## config.mk

```make
export PLATFORM = sky130hd
export DESIGN_NAME = io_arbiter
export DESIGN_NICKNAME = d
export VERILOG_FILES = /design/src/rtl/io_pkg.sv /design/src/rtl/rr_arb2.sv /design/src/rtl/io_arbiter.sv
export SDC_FILE = /design/constraint.sdc
export NUM_CORES = 1
export LEC_CHECK = 0
export ABC_CLOCK_PERIOD_IN_PS = 3400
export BUFFER_PORTS_ARGS = -buffer_cell sky130_fd_sc_hd__buf_2
export CORE_AREA = 2 2 132 134
export CTS_CLUSTER_SIZE = 25
export DETAILED_ROUTE_END_ITERATION = 10
export DIE_AREA = 0 0 134 136
export HOLD_SLACK_MARGIN = 0.1
export PLACE_DENSITY_LB_ADDON = 0.15
export SYNTH_ARGS = -nofsm -noshare
export SYNTH_HDL_FRONTEND = slang
export SYNTH_HIERARCHICAL = 1
export SYNTH_SLANG_ARGS = --single-unit
```

## constraint.sdc

```tcl
create_clock -name clk -period 3.4 [get_ports clk]
set_input_delay 0.68 -clock clk [delete_from_list [all_inputs] [get_ports clk]]
set_output_delay 0.68 -clock clk [all_outputs]
set_load 0.02 [all_outputs]
```

## src/rtl/io_pkg.sv

```systemverilog
// Shared definitions for the peripheral IO arbiter.
// Latency: n/a (types and constants only).
// Backpressure: n/a.
package io_pkg;

    // Arbiter FSM encoding
    typedef enum logic [2:0] {
        ST_IDLE   = 3'd0,
        ST_ACCESS = 3'd1,
        ST_WAIT   = 3'd2,
        ST_RESP   = 3'd3,
        ST_ERR    = 3'd4
    } io_state_t;

    // per_state value presented to the peripheral during its access cycle
    localparam logic [2:0] PER_ACCESS_STATE = 3'd6;

    // Access size codes carried on mN_size / per_size
    typedef enum logic [1:0] {
        SZ_BYTE = 2'd0,
        SZ_HALF = 2'd1,
        SZ_WORD = 2'd2
    } io_size_t;

    // True when addr falls inside the 16-byte window starting at base.
    function automatic logic in_window(input logic [31:0] addr, input logic [31:0] base);
        return addr[31:4] == base[31:4];
    endfunction

endpackage

```

## src/rtl/rr_arb2.sv

```systemverilog
// Two-requester round-robin grant with its last-grant pointer.
// Latency: grant is combinational from req; pointer updates on the accepting edge.
// Backpressure: pointer only moves when the caller asserts take.
//
// Ports: clk, rst (sync, active-high); req0/req1 requests; take = the
// current grant is being accepted this cycle; gnt = index of the winner
// (0/1); any = at least one request is high.
module rr_arb2 (
    input  logic clk,
    input  logic rst,
    input  logic req0,
    input  logic req1,
    input  logic take,
    output logic gnt,
    output logic any
);

    // Index of the requester granted most recently. Resetting it to 1 makes
    // m0 win the first contended arbitration.
    logic last_q;

    assign any = req0 | req1;

    always_comb begin
        gnt = req1;
        if (req0 && req1) begin
            gnt = ~last_q;
        end
    end

    always_ff @(posedge clk) begin
        if (rst) begin
            last_q <= 1'b1;
        end else if (take && any) begin
            last_q <= gnt;
        end
    end

endmodule

```

## src/rtl/io_arbiter.sv

```systemverilog
// Arbitrates a CPU (m0) and boot loader (m1) onto one 16-byte peripheral window.
// Latency: in-window ack 3 cycles after acceptance, out-of-window ack after 1.
// Backpressure: a losing or late requester simply holds req until it is granted.
//
// Ports: clk, rst (sync, active-high); mN_req/we/size/addr/wdata request
// side and mN_ack/err/rdata completion side for N = 0,1; per_state, per_en,
// per_load, per_store, per_size, per_addr, per_wdata drive the peripheral,
// per_rdata returns its registered read data.
module io_arbiter
    import io_pkg::*;
#(
    parameter logic [31:0] IO_BASE = 32'hFFFF_0000
) (
    input  logic        clk,
    input  logic        rst,
    input  logic        m0_req,
    input  logic        m0_we,
    input  logic [1:0]  m0_size,
    input  logic [31:0] m0_addr,
    input  logic [31:0] m0_wdata,
    output logic        m0_ack,
    output logic        m0_err,
    output logic [31:0] m0_rdata,
    input  logic        m1_req,
    input  logic        m1_we,
    input  logic [1:0]  m1_size,
    input  logic [31:0] m1_addr,
    input  logic [31:0] m1_wdata,
    output logic        m1_ack,
    output logic        m1_err,
    output logic [31:0] m1_rdata,
    output logic [2:0]  per_state,
    output logic        per_en,
    output logic        per_load,
    output logic        per_store,
    output logic [1:0]  per_size,
    output logic [31:0] per_addr,
    output logic [31:0] per_wdata,
    input  logic [31:0] per_rdata
);

    io_state_t   state_q, state_d;
    logic        take;
    logic        arb_gnt;
    logic        arb_any;

    // Transaction latched at acceptance; inputs are never looked at again
    // until the FSM returns to IDLE.
    logic        gnt_q;
    logic        we_q;
    logic [1:0]  size_q;
    logic [31:0] addr_q;
    logic [31:0] wdata_q;
    logic [31:0] rbuf_q;

    logic        sel_we;
    logic [1:0]  sel_size;
    logic [31:0] sel_addr;
    logic [31:0] sel_wdata;

    rr_arb2 u_arb (
        .clk  (clk),
        .rst  (rst),
        .req0 (m0_req),
        .req1 (m1_req),
        .take (take),
        .gnt  (arb_gnt),
        .any  (arb_any)
    );

    always_comb begin
        sel_we    = arb_gnt ? m1_we    : m0_we;
        sel_size  = arb_gnt ? m1_size  : m0_size;
        sel_addr  = arb_gnt ? m1_addr  : m0_addr;
        sel_wdata = arb_gnt ? m1_wdata : m0_wdata;
    end

    always_comb begin
        state_d = state_q;
        take    = 1'b0;
        case (state_q)
            ST_IDLE: begin
                if (arb_any) begin
                    take    = 1'b1;
                    state_d = in_window(sel_addr, IO_BASE) ? ST_ACCESS : ST_ERR;
                end
            end
            ST_ACCESS: state_d = ST_WAIT;
            ST_WAIT:   state_d = ST_RESP;
            ST_RESP:   state_d = ST_IDLE;
            ST_ERR:    state_d = ST_IDLE;
            default:   state_d = ST_IDLE;
        endcase
    end

    always_ff @(posedge clk) begin
        if (rst) begin
            state_q <= ST_IDLE;
        end else begin
            state_q <= state_d;
        end
    end

    always_ff @(posedge clk) begin
        if (rst) begin
            gnt_q   <= 1'b0;
            we_q    <= 1'b0;
            size_q  <= 2'd0;
            addr_q  <= 32'd0;
            wdata_q <= 32'd0;
            rbuf_q  <= 32'd0;
        end else begin
            if (take) begin
                gnt_q   <= arb_gnt;
                we_q    <= sel_we;
                size_q  <= sel_size;
                addr_q  <= sel_addr;
                wdata_q <= sel_wdata;
            end
            // Peripheral data is valid during WAIT (registered after ACCESS).
            if (state_q == ST_WAIT) begin
                rbuf_q <= per_rdata;
            end
        end
    end

    // All outputs below decode state_q and latched registers only, so no
    // combinational path exists from mN_req.
    logic        done;
    logic [31:0] resp_data;

    always_comb begin
        per_en    = (state_q == ST_ACCESS);
        per_load  = per_en & ~we_q;
        per_store = per_en & we_q;
        per_state = per_en ? PER_ACCESS_STATE : 3'd0;
        per_size  = size_q;
        per_addr  = addr_q;
        per_wdata = wdata_q;

        done      = (state_q == ST_RESP) || (state_q == ST_ERR);
        resp_data = ((state_q == ST_RESP) && !we_q) ? rbuf_q : 32'd0;

        m0_ack    = done & ~gnt_q;
        m1_ack    = done & gnt_q;
        m0_err    = (state_q == ST_ERR) & ~gnt_q;
        m1_err    = (state_q == ST_ERR) & gnt_q;
        m0_rdata  = m0_ack ? resp_data : 32'd0;
        m1_rdata  = m1_ack ? resp_data : 32'd0;
    end

endmodule

```

==> metrics.cfg <==
[run_status]
status = completed

[grt]
grt_use_total = 0.168
grt_max_degree = 140
met3_usage = 0.0522
grt_pass1_wl_um = 24200
first_global_vias = 4545
grt_overflow = 0
busiest_layer = met2
met1_usage = 0.194
antenna_found_initial = 0
met2_usage = 0.295

[power_and_ir_drop]
seq_power_share = 0.435
clkPwrFrac = 0.370
p_leak_nw = 3.34
swShare = 0.278
worst_ir_drop_vdd_v = 0.000282
power_frac_comb = 0.195
p_switching_mw = 0.862
power_density_mw_per_mm2 = 444
intPower_mw = 2.24

[timing]
setup_viol = 0
holdWs_ns = 0.460
hold_viol_final = 0
min_period_ns = 2.51
max_freq_mhz = 398
rsz0062_at_grt = false
clock_skew_ns = 0.00763
setup_tns_ns = 0
setup_ws_ns = 0.889
slew_headroom = 0.257
slew_violations = 0
fin_crit_sh = 0.739
worst_slew_pin_slew_ns = 1.11

[clocking]
h-tree-depth = 3
cts_tree = yes
clock-sinks = 104
clkLatencyLatePin_ns = 0.34
cts_max_path_buffers = 2
cts_buffers = 9
cts.clk_slew.worst_paths_ns = 0.07
cts_setup_buffers = 0
cts_resized = 0
cts_root_buf = clkbuf_16
cts_hold_buffers = 0

[synthesis]
yosysSeqAreaShare = 0.418
synth_top_area_share = 0.418
synthArstFlopShare = 0
yosysTopAreaCell = dfxtp_1
ys_seq_elements = 104
syn_area_per_cell_um2 = 8.63
ys_types = 37
synthTopCellsByArea = dfxtp_1 (42%), mux2i_1 (13%), a211oi_1 (8.3%), and2_1 (8.3%), nor2_1 (5.9%)
syn_nets = 747
ys.flop_type = dfxtp_1
synth_cells = 577
synth_edf_count = 0
syn_area_mm2 = 0.00498
ys.warnings.count = 6

[min_path]
worstHoldEndpoint = rbuf_q[25]
hp-class = reg2reg
hold_depth = 2
worstHoldStart = rbuf_q[25]

[drt]
first_pass_iters = 4
wire_per_inst_um = 14.5
viasPerCell = 4.47
postRouteAntennaNets = 0
finalWirelength_um = 15700
remaining_drc_errors = 0
dr.first_iter.drc_count = 109
via_count = 4845

[placed_design]
place_ws_ns = 1.04
place_congestion = 0.764
hpwl_um = 12100
port_buffers = 308

[worst_setup_path]
worst-path-buf-inv = 2
endpoint_kind = primary output
worstSetupPathType = reg2out
crit_fanout = 32
path_delay_family = simple AND/OR/NAND/NOR gates
crit_chain = nand3b_1 -> nor3_2 -> buf_4 -> and2_1 -> buf_2
r2r_setup_slack_ns = 1.58
r2r_end = state_q[2]
cp_slowest_cell = dfxtp_1
worst_ep_arrival_time_ns = 1.83
r2r_cells = 6
crit-reg2reg-launch = u_arb/last_q
max_stage_delay_ns = 0.51
worstPathRequired_ns = 2.72
startpoint_type = flop

[run]
maxCapViolations = 0

[floorplanning]
dieArea_mm2 = 0.0182
start_util = 0.295
dieWidth_um = 134
rows = 48
die_h_um = 136
io_pins = 310
coreArea_mm2 = 0.0169

[layout]
fill_cells = 1788
utilization = 0.414
drive_above_1_share = 0.408
num_antenna_cells = 0
syn2layout_area_growth_pct = 40.5
nets = 1023

==> flip-flops by register name (all words and copies together) (netlist names) <==
register and count:
per_addr 32, per_wdata 32, rbuf_q 32, state_q 3
per_size 2, gnt_q 1, u_arb/last_q 1, we_q 1
==> power groups by stage <==
stage                     registers [mW]  clock network, mW  logic (mW)
after detailed placement            1.38                  0       0.617
after CTS                           1.35               1.19       0.617
after floorplan                     1.47                  0       0.267
after global placement              1.38                  0       0.616
final                               1.35               1.15       0.605
after global routing                1.36               1.24       0.662
==> kinds of logic (layout without fill, tap and decap cells) <==
family                 Yosys count  count (layout)  share of synthesized area
AO/OA/AOI/OAI                  109             109                      0.158
XOR/XNOR                         1               1                    0.00176
buffers and inverters           54             335                     0.0530
flip-flops                     104             104                      0.418
multiplexers                    65              65                      0.131
other                            1               1                   0.000753
AND/OR/NAND/NOR                243             243                      0.238
==> routing by layer <==
layer | up-vias | wire length, µm
met5 | - | 0
met4 | 0 | 271
met3 | 19 | 1350
met2 | 185 | 7550
met1 | 2095 | 6540
li1 | 2546 | -
==> worst reg2reg max path, delay by kind of cell, from the launching register on <==
kind / cells / cell delay (ns)
compound gates: 3 / 0.67
simple gates: 2 / 0.44
flops: 1 / 0.34
buf+inv: 1 / 0.28
==> per-stage QoR <==
step | power (mW) | instance area [µm²] | std cells
6_report | 3.10 | 6990 | 1083
2_1_floorplan | 1.74 | 4980 | 577
4_1_cts | 3.15 | 6990 | 1083
5_1_grt | 3.26 | 6990 | 1083
3_3_place_gp | 1.99 | 6660 | 1067
3_5_place_dp | 1.99 | 6660 | 1067
==> layout by cell type (no fill, tap or decap), types with 2 or more instances in the layout <==
master     Yosys  layout
nand2_1       69      69
nand3_1        4       4
bufinv_16      0       2
nand4_1        4       4
a211oi_2      10      10
nor4b_1        3       3
inv_1          2       2
a21oi_1       36      36
buf_4          9       8
nand2b_1       2       2
clkbuf_16      0       9
nor3_2         0       2
clkbuf_8       0       2
and2_1        66      66
and3_1         3       3
buf_12         0       2
mux2i_1       65      65
dfxtp_1      104     104
buf_2         22     307
a211oi_1      55      55
nor3_1         4       2
nor2_1        78      78
a311oi_1       2       2
nor4_1         2       2
==> worst max path at each step <==
| stage | start | end | slack, ns | cells after the start |
|---|---|---|---|---|
| 3_3_place_gp | m0_req | state_q[2] | 1.14 | 7 |
| 5_1_grt | state_q[1] | m1_rdata[5] | 0.69 | 5 |
| 4_1_cts | state_q[1] | m0_rdata[23] | 0.86 | 5 |
| 3_5_place_dp | m0_req | state_q[2] | 1.04 | 7 |
| 6_report | state_q[1] | m0_rdata[23] | 0.89 | 5 |
| 2_1_floorplan | state_q[0] | per_load | 1.11 | 3 |
==> final cells by class <==
class	instances	area [µm²]	share of cell area
Multi-Input combinational cell	419	2650	0.379
Sequential cell	104	2080	0.298
Timing Repair Buffer	317	1640	0.234
Tap cell	225	282	0.0403
Clock buffer	12	256	0.0367
Clock inverter	4	76.3	0.0109
Inverter	2	7.51	0.00107
==> cell usage after synthesis, types with 2 or more instances <==
library cell  instances
a21oi_1              36
nand3_1               4
and3_1                3
a311oi_1              2
dfxtp_1             104
buf_2                22
nor4b_1               3
nor2_1               78
buf_1                 2
mux2i_1              65
buf_4                 9
nand4_1               4
a211oi_1             55
clkbuf_1             19
nor4_1                2
nand2b_1              2
and2_1               66
a211oi_2             10
inv_1                 2
nand2_1              69
nor3_1                4
No activity file was read; power rests on OpenSTA's default activity.
